===== src/rtl/fetch_decode_buffer.sv =====
// Instruction-fetch front end: in-order imem requests, response FIFO, immediate-type pre-decode.
// Define FETCH_MISALIGN_CHECK_EN to add the sticky fetch_misalign output for misaligned redirects.
module fetch_decode_buffer #(
    parameter int          DEPTH    = 4,
    parameter logic [31:0] RESET_PC = 32'h0000_0000,
    parameter int          CNT_W    = 3
) (
    input  logic        clk,
    input  logic        rst_n,
    output logic        imem_req,
    input  logic        imem_gnt,
    output logic [31:0] imem_addr,
    input  logic        imem_rvalid,
    input  logic [31:0] imem_rdata,
    input  logic        redirect,
    input  logic [31:0] redirect_pc,
    output logic        dec_valid,
    input  logic        dec_ready,
    output logic [31:0] dec_pc,
    output logic [31:0] dec_instr,
    output logic [24:0] imm_inp,
    output logic [1:0]  imm_sel,
`ifdef FETCH_MISALIGN_CHECK_EN
    output logic        imm_used,
    output logic        fetch_misalign
`else
    output logic        imm_used
`endif
);

    localparam int             PTR_W   = $clog2(DEPTH);
    localparam logic [CNT_W:0] DEPTH_C = (CNT_W + 1)'(DEPTH);

    logic [31:0]      pc_q, pc_d;
    logic [31:0]      respPc_q, respPc_d;
    logic [CNT_W-1:0] count_q, count_d;
    logic [CNT_W-1:0] outstanding_q, outstanding_d;
    logic [CNT_W-1:0] drop_q, drop_d;
    logic [PTR_W-1:0] rdPtr_q, rdPtr_d;
    logic [PTR_W-1:0] wrPtr_q, wrPtr_d;
    logic [31:0]      memPc    [DEPTH];
    logic [31:0]      memInstr [DEPTH];

    logic             grant;
    logic             push;
    logic             pop;
    logic             dropResp;
    logic [31:0]      redirectPcAligned;
    logic [CNT_W:0]   inFlight;

    // Buffered plus outstanding never exceeds DEPTH, so every response has a free slot.
    assign inFlight          = {1'b0, count_q} + {1'b0, outstanding_q};
    assign imem_req          = rst_n && !redirect && (inFlight < DEPTH_C);
    assign imem_addr         = pc_q;
    assign grant             = imem_req && imem_gnt;
    assign dropResp          = imem_rvalid && (drop_q != '0);
    assign push              = imem_rvalid && (drop_q == '0) && !redirect;
    assign dec_valid         = (count_q != '0);
    assign pop               = dec_valid && dec_ready && !redirect;
    assign redirectPcAligned = {redirect_pc[31:2], 2'b00};

`ifndef FETCH_MISALIGN_CHECK_EN
    logic unusedRedirectLsb;
    assign unusedRedirectLsb = ^redirect_pc[1:0];
`endif

    // respPc tracks the PC of the oldest response that will actually be enqueued.
    always_comb begin
        pc_d          = pc_q;
        respPc_d      = respPc_q;
        count_d       = count_q;
        outstanding_d = outstanding_q;
        drop_d        = drop_q;
        rdPtr_d       = rdPtr_q;
        wrPtr_d       = wrPtr_q;
        if (redirect) begin
            pc_d          = redirectPcAligned;
            respPc_d      = redirectPcAligned;
            count_d       = '0;
            rdPtr_d       = '0;
            wrPtr_d       = '0;
            outstanding_d = outstanding_q - CNT_W'(imem_rvalid);
            drop_d        = outstanding_q - CNT_W'(imem_rvalid);
        end else begin
            if (grant) begin
                pc_d = pc_q + 32'd4;
            end
            if (push) begin
                respPc_d = respPc_q + 32'd4;
                wrPtr_d  = wrPtr_q + PTR_W'(1);
            end
            if (pop) begin
                rdPtr_d = rdPtr_q + PTR_W'(1);
            end
            if (dropResp) begin
                drop_d = drop_q - CNT_W'(1);
            end
            count_d       = count_q + CNT_W'(push) - CNT_W'(pop);
            outstanding_d = outstanding_q + CNT_W'(grant) - CNT_W'(imem_rvalid);
        end
    end

    always_ff @(posedge clk or negedge rst_n) begin
        if (!rst_n) begin
            pc_q          <= RESET_PC;
            respPc_q      <= RESET_PC;
            count_q       <= '0;
            outstanding_q <= '0;
            drop_q        <= '0;
            rdPtr_q       <= '0;
            wrPtr_q       <= '0;
        end else begin
            pc_q          <= pc_d;
            respPc_q      <= respPc_d;
            count_q       <= count_d;
            outstanding_q <= outstanding_d;
            drop_q        <= drop_d;
            rdPtr_q       <= rdPtr_d;
            wrPtr_q       <= wrPtr_d;
        end
    end

    always_ff @(posedge clk) begin
        if (push) begin
            memPc[wrPtr_q]    <= respPc_q;
            memInstr[wrPtr_q] <= imem_rdata;
        end
    end

    assign dec_pc    = dec_valid ? memPc[rdPtr_q]    : '0;
    assign dec_instr = dec_valid ? memInstr[rdPtr_q] : '0;
    assign imm_inp   = dec_instr[31:7];

    always_comb begin
        imm_sel  = 2'd0;
        imm_used = 1'b0;
        case (dec_instr[6:0])
            7'b0000011, 7'b0010011, 7'b1100111: begin
                imm_sel  = 2'd0;
                imm_used = 1'b1;
            end
            7'b0100011: begin
                imm_sel  = 2'd1;
                imm_used = 1'b1;
            end
            7'b1101111: begin
                imm_sel  = 2'd2;
                imm_used = 1'b1;
            end
            7'b0110111, 7'b0010111: begin
                imm_sel  = 2'd3;
                imm_used = 1'b1;
            end
            default: begin
                imm_sel  = 2'd0;
                imm_used = 1'b0;
            end
        endcase
    end

`ifdef FETCH_MISALIGN_CHECK_EN
    logic fetchMisalign_q;

    always_ff @(posedge clk or negedge rst_n) begin
        if (!rst_n) begin
            fetchMisalign_q <= 1'b0;
        end else if (redirect && (redirect_pc[1:0] != 2'b00)) begin
            fetchMisalign_q <= 1'b1;
        end
    end

    assign fetch_misalign = fetchMisalign_q;
`endif

endmodule


===== config.mk =====
export PLATFORM = sky130hd
export DESIGN_NAME = fetch_decode_buffer
export DESIGN_NICKNAME = d
export VERILOG_FILES = /design/src/rtl/fetch_decode_buffer.sv
export SDC_FILE = /design/constraint.sdc
export NUM_CORES = 1
export LEC_CHECK = 0
export CAP_MARGIN = 20
export CORE_UTILIZATION = 45
export CTS_CLUSTER_SIZE = 12
export DETAILED_ROUTE_END_ITERATION = 8
export PLACE_DENSITY = 0.77
export SLEW_MARGIN = 30
export SYNTH_ARGS = -nofsm -noshare
export SYNTH_HDL_FRONTEND = slang
export SYNTH_SLANG_ARGS = --single-unit

===== constraint.sdc =====
create_clock -name clk -period 7.6 [get_ports clk]
set_input_delay 0.76 -clock clk [delete_from_list [all_inputs] [get_ports clk]]
set_output_delay 0.76 -clock clk [all_outputs]
set_load 0.01 [all_outputs]

==> flow_metrics.tcl, run 1 <==
set metrics [dict create \
    grt_use_total 0.1859 \
    antenna_cells 0 \
    boundaryPins 196 \
    vias_per_cell 5.430 \
    worstMarginPinSlew_ns 0.9371 \
    multiInputGateArea_sq_um 4156 \
    ys_seq_area_frac 0.6665 \
    core_sq_um 30510 \
    tritoncts "built" \
    die_height_um 177.8 \
    synth_simple_gate_area_frac 0.09909 \
    crit_arrival_ns 3.39 \
    cts_resized 0 \
    finalMaxSlewViolations 0 \
    critical_path_required_ns 6.84 \
    num-fill-cells 2449 \
    crit_family "buffers and inverters" \
    rsz0062_at_grt "false" \
    crit_path_start_kind "flop" \
    ys_warn_count 0 \
    cts-root-buf "clkbuf_16" \
    synth_cell_type_count 53 \
    p_sw_mw 1.390 \
    crit_chain "buf_4 > mux4_2 > and2_1 > clkdlybuf4s50_1" \
    reg2regPathDepth 11 \
    drv_cap 0 \
    grt_pass1_vias 8119 \
    dr.first_iter.drc_count 536 \
    place_area_sq_um 15990 \
    vias 8036 \
    finalWorstSetupSlack_ns 3.452 \
    drive_gt1_frac 0.1430 \
    setup_viol 0 \
    postCtsHoldBufs 0 \
    clock_sinks 321 \
    synth_compound_area_frac 0.04325 \
    r2r-end "outstanding_q[2]" \
    dieArea_sq_um 31630 \
    synth-xor-area-share 0.02770 \
    worstSkewPairLatency_ns 0.50 \
    dp_hpwl_mm 17.82 \
    seqCellArea_sq_um 9279 \
    antenna_found_initial 0 \
    critPathBufInv 2 \
    status "completed" \
    die_w_um 177.8 \
    leakagePower_nw 5.800 \
    seqPwrFrac 0.419 \
    final_common_cell "edfxtp_1" \
    initial_core_util 0.4561 \
    power.share.clock 0.315 \
    path_class "reg -> out" \
    share_comb_of_total_power 0.266 \
    nets 1149 \
    hold_viol_final 0 \
    grt_max_degree 70 \
    syn_area_sq_um 13910 \
    cts_htree_levels 2 \
    drc 0 \
    internal_power_mw 3.733 \
    switching_share 0.2713 \
    synth_edf_count 248 \
    crit_start "rdPtr_q[0]" \
    synth_top_family_by_area "multiplexers" \
    ys.flop_type "edfxtp_1" \
    endpoint_kind "output port" \
    synth-async-reset-ratio 0.2274 \
    area_growth_pct 22.74 \
    yosys-mux-area-fraction 0.1098 \
    hp-class "in -> async" \
    fmax_mhz 241.1 \
    place_congestion 0.8402 \
    slew_headroom 0.3753 \
    fin_crit_ns 4.148 \
    final_cell_mix "edfxtp_1 (248), clkdlybuf4s50_1 (187), dfrtp_1 (71)" \
    ant_nets 0 \
    ir_worst_vdd_mv 0.1325 \
    cts_buffers 35 \
    grt_pass1_wl_mm 45.11 \
    final.setup_skew_ns 0.01316 \
    ys_seq_elements 321 \
    dp_slack_ns 3.448 \
    r2r-start "count_q[2]" \
    fin_tns_setup_ns 0 \
    slowest_stage "dfrtp_4" \
    syn_inst 890 \
    cts_setup_buffers 0 \
    cts_buffer_depth 3 \
    drt_wl_total_mm 28.50 \
    fin_crit_sh 0.5458 \
    syn_avg_cell_area_sq_um 15.63 \
    ff2ff_setup_slack_ns 3.92 \
    io_buffers 189 \
    cp_slowest_stage_delay_ns 0.87 \
    powerDensity_nw_per_um2 299.9 \
    num_rows 64 \
    wire_per_inst_um 19.26 \
    first_pass_iters 5 \
    hold_slack_ns 0.3121 \
    fin_cells 1480 \
    dp.cells 1420 \
    clk_pin_slew_worst_paths_ns 0.06 \
    grt_remaining_overflow 0 \
    cp_max_fo 34 \
    stdcell_area_sq_um 17080 \
    synthAdderAreaFrac 0.01726 \
]
==> metal layers <==
metal,vias to the layer above,part of all wire,global-route usage
met5,-,0,0
met4,0,0.017,0.04487
met3,38,0.057,0.03192
met2,257,0.47,0.2998
met1,4054,0.46,0.2635
li1,3687,-,-
==> cells in the mapped netlist, types with 2 or more instances <==
master | number | area share
o22a_1 | 2 | 0.0013
o211ai_1 | 12 | 0.0065
nand4_1 | 15 | 0.0067
xnor2_1 | 24 | 0.015
nor4_1 | 2 | 0.00090
and3_1 | 5 | 0.0022
mux4_2 | 62 | 0.10
clkbuf_1 | 19 | 0.0051
dfrtp_1 | 73 | 0.13
ha_1 | 16 | 0.014
mux2i_1 | 3 | 0.0022
or3_1 | 3 | 0.0013
o311ai_1 | 14 | 0.0088
xor2_1 | 20 | 0.013
nand3_1 | 24 | 0.0086
nor3_2 | 7 | 0.0050
o21ai_0 | 20 | 0.0072
nand2_1 | 55 | 0.015
buf_4 | 32 | 0.017
mux2_2 | 9 | 0.0073
buf_1 | 4 | 0.0011
nor4_4 | 3 | 0.0046
and4_1 | 6 | 0.0038
edfxtp_1 | 248 | 0.54
inv_1 | 27 | 0.0073
and2_1 | 68 | 0.031
buf_2 | 12 | 0.0043
a41oi_1 | 3 | 0.0019
or2_2 | 2 | 0.00090
nor3_1 | 7 | 0.0025
fa_1 | 2 | 0.0029
nor2_1 | 35 | 0.0094
a31oi_1 | 5 | 0.0022
o21ai_1 | 18 | 0.0065
a21oi_1 | 15 | 0.0054
==> state kept, by name, summed over array words and instances, names as in the netlist <==
register	flops
memPc	120
count_q	3
memInstr	128
imem_addr	30
outstanding_q	3
rdPtr_q	2
respPc_q	30
drop_q	3
wrPtr_q	2
==> layout make-up <==
| cell class | count | share of cell area |
|---|---|---|
| multi-input combinational | 476 | 0.2434 |
| inverter | 28 | 0.006154 |
| clock inverter | 9 | 0.005714 |
| tap | 396 | 0.02901 |
| timing repair buffer | 199 | 0.1146 |
| sequential | 321 | 0.5433 |
| clock buffer | 51 | 0.05788 |
==> kinds of logic after synthesis <==
| kind of cell | count (synthesis) |
|---|---|
| AO/OA/AOI/OAI | 94 |
| XOR/XNOR | 44 |
| adder cells (fa/ha/maj) | 18 |
| buffers and inverters | 96 |
| flip-flops | 321 |
| multiplexers | 74 |
| other | 1 |
| AND/OR/NAND/NOR | 242 |
==> worst max path at each step <==
stage	endpoint	cells past startpoint	slack [ns]
2_1_floorplan	memInstr[0][0]	4	4.40
3_3_place_gp	outstanding_q[2]	10	3.45
3_5_place_dp	outstanding_q[2]	10	3.45
4_1_cts	dec_pc[12]	4	3.33
5_1_grt	dec_pc[12]	4	3.19
6_report	dec_pc[8]	4	3.45
==> power by group through the flow <==
| stage | combinational, mW | clock [mW] | sequential [mW] |
|---|---|---|---|
| global route | 1.49 | 1.71 | 2.17 |
| CTS | 1.39 | 1.65 | 2.15 |
| global placement | 1.36 | 0 | 2.18 |
| detailed placement | 1.39 | 0 | 2.19 |
| finish | 1.36 | 1.61 | 2.15 |
| floorplan | 0.868 | 0 | 2.11 |
==> worst register-to-register path: cells and delay by family, from the launching register on <==
kind                     cells  cell delay, ns
AND/OR/NAND/NOR              2            1.05
AO/OA/AOI/OAI                1            0.18
flip-flops                   1            0.40
buffers and inverters        2            0.42
XOR/XNOR                     2            0.30
adder cells (fa/ha/maj)      4            1.24
==> metrics by stage <==
stage	power, mW	util
finish	5.122	0.5598
global route	5.378	0.5598
CTS	5.198	0.5598
detailed placement	3.571	0.5242
global placement	3.543	0.5241
floorplan	2.978	-
Power figures use the tool's default switching activity.
==> inputs of run 2 (changes only) <==
==> constraint.sdc (replaced) <==
create_clock -name clk -period 3.9 [get_ports clk]
set_input_delay 0.39 -clock clk [delete_from_list [all_inputs] [get_ports clk]]
set_output_delay 0.39 -clock clk [all_outputs]
set_load 0.01 [all_outputs]
==> run 2 against run 1 <==
  * Via count is 1.6% higher
  * Critical endpoint is now dec_pc[15]
  * Routed wire length fell by 0.45%
  * Critical path type unchanged
  * Highest routed layer unchanged
  * Critical path depth increased by 1
==> flow_metrics.tcl, run 2 (synthesis results as in run 1) <==
set metrics [dict create \
    hp-class "in -> async" \
    path_class "reg -> out" \
    die_w_um 177.8 \
    first_pass_iters 6 \
    core_sq_um 30510 \
    nets 1155 \
    worstMarginPinSlew_ns 0.8977 \
    seqCellArea_sq_um 9279 \
    grt_pass1_vias 8366 \
    vias 8165 \
    final_util 0.5613 \
    final_common_cell "edfxtp_1" \
    cts-root-buf "clkbuf_16" \
    critical_path_required_ns 3.51 \
    endpoint_kind "output port" \
    cts_buffer_depth 3 \
    cts_buffers 35 \
    ant_nets 0 \
    tritoncts "built" \
    setup_viol 0 \
    grt_use_total 0.1851 \
    final_cell_mix "edfxtp_1 (248), clkdlybuf4s50_1 (187), dfrtp_1 (71)" \
    wire_per_inst_um 19.12 \
    largest_reg_flops 128 \
    powerDensity_nw_per_um2 576.6 \
    area_growth_pct 23.07 \
    multiInputGateArea_sq_um 4161 \
    cts_htree_levels 2 \
    antenna_cells 0 \
    ir_worst_vdd_mv 0.3533 \
    drt_wl_total_mm 28.38 \
    drive_gt1_frac 0.1480 \
    leakagePower_nw 5.827 \
    cp_max_fo 54 \
    fin_crit_sh 0.8714 \
    clock_sinks 321 \
    top_regs "memInstr: 128 flops, memPc: 120 flops" \
    drv_cap 0 \
    largest_register "memInstr" \
    initial_core_util 0.4561 \
    hold_viol_final 0 \
    antenna_found_initial 0 \
    place_congestion 0.8307 \
    fin_crit_ns 3.398 \
    grt_remaining_overflow 0 \
    num_rows 64 \
    dp_hpwl_mm 17.94 \
    dieArea_sq_um 31630 \
    slew_headroom 0.4009 \
    clk_pin_slew_worst_paths_ns 0.06 \
    status "completed" \
    crit_chain "nor3_2 > clkinv_1 > buf_4 > and2_1 > clkdlybuf4s50_1" \
    final.setup_skew_ns 0.01245 \
    finalMaxSlewViolations 0 \
    boundaryPins 196 \
    grt_pass1_wl_mm 44.89 \
    crit_path_start_kind "flop" \
    cts_setup_buffers 0 \
    dr.first_iter.drc_count 573 \
    die_height_um 177.8 \
    fmax_mhz 294.3 \
    crit_arrival_ns 3.01 \
    drc 0 \
    grt_max_degree 63 \
    cp_slowest_stage_delay_ns 0.54 \
    rsz0062_at_grt "false" \
    io_buffers 189 \
    worstSkewPairLatency_ns 0.51 \
    slowest_stage "clkdlybuf4s50_1" \
    fin_tns_setup_ns 0 \
    num-fill-cells 2379 \
    vias_per_cell 5.502 \
]
run 2: cell count changes in the layout (fill, tap and decap cells not counted), sizes merged:
cell	change
buf	+6
clkbuf	-6
clkinv	+4
inv	+2
bufinv	-1
clkinvlp	-1
run 2: path summary, 6_finish.rpt:
path                       cells after the start  slack [ns]             start          endpoint
min in group clk                               3        0.47          redirect        wrPtr_q[0]
min reg2reg                                    1        0.53  outstanding_q[2]  outstanding_q[2]
min                                            2       0.005             rst_n  outstanding_q[2]
max in group asynchronous                      3        2.98             rst_n      respPc_q[28]
max reg2reg                                   11        0.84        count_q[2]  outstanding_q[2]
max                                            5        0.50        count_q[1]        dec_pc[15]
run 2: critical path, delay by kind of cell (launching register included):
family	cells	cell delay [ns]
buf+inv	3	1.38
simple gates	2	0.64
flops	1	0.46
run 2: per-stage QoR:
step / worst slack [ns] / cells / hold WS, ns / power [mW] / cell area (sq um)
floorplan: 0.9681 / 893 / 0.09441 / 5.804 / 13930
global placement: 0.7544 / 1426 / 0.5054 / 6.923 / 16070
detailed placement: 0.6431 / 1426 / 0.5179 / 6.978 / 16080
CTS: 0.09913 / 1484 / 0.03286 / 9.996 / 17120
global route: 0.3223 / 1484 / 0.05541 / 10.37 / 17130
finish: 0.5016 / 1484 / 0.005262 / 9.874 / 17130
run 2: repair_timing:
action	4_1_cts	5_1_grt
hold buffers	0	0
endpoints found under the setup margin	0	29
resized for setup	0	1
run 2: report_power, final:
part	internal [mW]	switching, mW
clock	1.77	1.24
combinational	1.51	1.23
sequential	3.90	0.218
total	7.18	2.69
run 2: final cells by class:
type / count / share of cell area
Clock buffer: 45 / 0.05516
Timing Repair Buffer: 205 / 0.1191
Multi-Input combinational cell: 476 / 0.2430
Inverter: 28 / 0.006137
Tap cell: 396 / 0.02893
Sequential cell: 321 / 0.5418
Clock inverter: 13 / 0.005845
run 2: layer usage:
metal	part of all wire	track usage	wire (um)
met1	0.44	0.2525	12400
met2	0.48	0.3047	13700
met3	0.060	0.03278	1710
met4	0.020	0.05306	570
met5	0	0	0
==> inputs of run 3 (changes only) <==
--- a/config.mk
+++ b/config.mk
@@ -6,10 +6,10 @@
 export NUM_CORES = 1
 export LEC_CHECK = 0
 export CAP_MARGIN = 20
-export CORE_UTILIZATION = 45
+export CORE_UTILIZATION = 40
 export CTS_CLUSTER_SIZE = 12
 export DETAILED_ROUTE_END_ITERATION = 8
-export PLACE_DENSITY = 0.77
+export PLACE_DENSITY = 0.71
 export SLEW_MARGIN = 30
 export SYNTH_ARGS = -nofsm -noshare
 export SYNTH_HDL_FRONTEND = slang
==> run 3 against run 2 <==
  * The flow now finishes with violations (hold timing)
  * Utilization down 5.5 points
  * Final area up 0.22%
  * Global-route usage down 2.3 points
  * Fmax up 2.7%
  * Sequential power about the same
  * Non-clock buffer count unchanged
  * Register-to-register slack better by 0.02 ns
  * Clock power down 2%
  * Worst hold slack worse by 0.016 ns
  * Largest power group unchanged
  * Critical path depth up 1
==> flow_metrics.tcl, run 3 (synthesis results as in run 1) <==
set metrics [dict create \
    reg2regPathDepth 11 \
    nets 1154 \
    drc 0 \
    hold_slack_ns -0.01027 \
    grt_use_met3 0.02775 \
    grt_use_total 0.1618 \
    tritoncts "built" \
    final_cell_mix "edfxtp_1 (248), clkdlybuf4s50_1 (187), dfrtp_1 (71)" \
    cts_setup_buffers 0 \
    io_buffers 189 \
    vias_per_cell 5.192 \
    antenna_cells 0 \
    status "finished with violations" \
    endpoint_kind "output port" \
    crit_arrival_ns 2.92 \
    place_congestion 0.8185 \
    hold_viol_final 25 \
    internal_power_mw 7.135 \
    powerDensity_nw_per_um2 573.3 \
    grt_util_met1 0.2236 \
    seqPwrFrac 0.417 \
    drt_wl_total_mm 28.54 \
    top_regs "memInstr: 128 flops, memPc: 120 flops" \
    finalMaxSlewViolations 0 \
    fmax_mhz 302.1 \
    drive_gt1_frac 0.1473 \
    vias 7964 \
    fin_tns_setup_ns 0 \
    cts_htree_levels 2 \
    largest_register "memInstr" \
    power_mw 9.840 \
    leakagePower_nw 5.811 \
    dp_hpwl_mm 18.20 \
    final.setup_skew_ns 0.02677 \
    grt_remaining_overflow 0 \
    grtUsageMet2 0.2656 \
    ant_nets 0 \
    final_common_cell "edfxtp_1" \
    fin_crit_ns 3.310 \
    drv_cap 0 \
    critical_path_required_ns 3.51 \
    switching_share 0.2749 \
    clk_pin_slew_worst_paths_ns 0.06 \
    rsz0062_at_grt "false" \
    wire_per_inst_um 18.60 \
    setup_viol 0 \
    die_height_um 188.5 \
    crit_path_start_kind "flop" \
    slew_headroom 0.3769 \
    power.share.clock 0.300 \
    boundaryPins 196 \
    cts-root-buf "clkbuf_16" \
    cts_buffers 34 \
    ir_worst_vdd_mv 0.2966 \
    largest_reg_flops 128 \
    initial_core_util 0.4109 \
    cp_max_fo 27 \
    first_pass_iters 4 \
    core_sq_um 33870 \
    p_sw_mw 2.705 \
    postCtsHoldBufs 0 \
    hp-class "in -> async" \
    globalRoute.busiestLayer "met2" \
    ff2ff_setup_slack_ns 0.86 \
    area_growth_pct 23.34 \
    grt_pass1_vias 8101 \
    antenna_found_initial 0 \
    clock_sinks 321 \
    dieArea_sq_um 35540 \
    violations "hold timing" \
    num_rows 67 \
    die_w_um 188.5 \
    cts_resized 0 \
    grt_pass1_wl_mm 44.77 \
    cts_buffer_depth 3 \
    worstSkewPairLatency_ns 0.52 \
    r2r-start "count_q[2]" \
    grt_max_degree 70 \
    path_class "reg -> out" \
    dr.first_iter.drc_count 437 \
    r2r-end "outstanding_q[2]" \
    fin_crit_sh 0.8487 \
    worstMarginPinSlew_ns 0.9336 \
    share_comb_of_total_power 0.283 \
]
==> run 3: layer usage <==
layer  up-vias  part of all wire
li1       3695                 -
met1      3983              0.46
met2       247              0.48
met3        39             0.047
met4         0             0.016
met5         -                 0
==> run 3: stage by stage <==
step           hold slack, ns  instances  setup slack (ns)  utilization  area, sq um
2_1_floorplan         0.09441        893            0.9681            -        13930
3_3_place_gp           0.5057       1478            0.8583       0.4770        16150
3_5_place_dp           0.5057       1478            0.8671       0.4771        16160
4_1_cts               0.02115       1534            0.4975       0.5068        17160
5_1_grt               0.03022       1534            0.3855       0.5068        17160
6_report             -0.01027       1534            0.5900       0.5068        17160
==> run 3: power by group through the flow <==
stage | combinational (mW) | sequential [mW] | clock (mW)
2_1_floorplan | 1.69 | 4.11 | 0
3_3_place_gp | 2.82 | 4.15 | 0
3_5_place_dp | 2.85 | 4.16 | 0
4_1_cts | 2.85 | 4.10 | 3.04
5_1_grt | 3.03 | 4.13 | 3.17
6_report | 2.78 | 4.10 | 2.96
==> run 3: worst max-delay path by stage <==
stage	start	endpoint	slack, ns	depth (start not counted)
after floorplan	drop_q[0]	memInstr[0][0]	0.97	5
after global placement	count_q[2]	outstanding_q[2]	0.86	11
after detailed placement	count_q[2]	outstanding_q[2]	0.87	11
after CTS	rdPtr_q[0]	imm_sel[1]	0.50	6
after global routing	rdPtr_q[0]	imm_sel[0]	0.39	6
final	rdPtr_q[0]	imm_sel[1]	0.59	6
==> run 3: layout make-up <==
cell class | count | area (sq um)
fillers | 2858 | 16700
inverters | 28 | 105.1
clock buffers | 47 | 919.6
repair buffers | 205 | 2054
flip-flops and latches | 321 | 9279
clock inverters | 9 | 86.33
multi-input cells | 476 | 4158
well taps | 448 | 560.5
==> run 3: worst max-delay path: stages, from the launching register on <==
cell and delay (ns):
dfrtp_4 0.49, buf_4 0.50, mux4_2 0.56, and2_1 0.20, nand2_1 0.12, nor3_1 0.06
clkdlybuf4s50_1 0.48
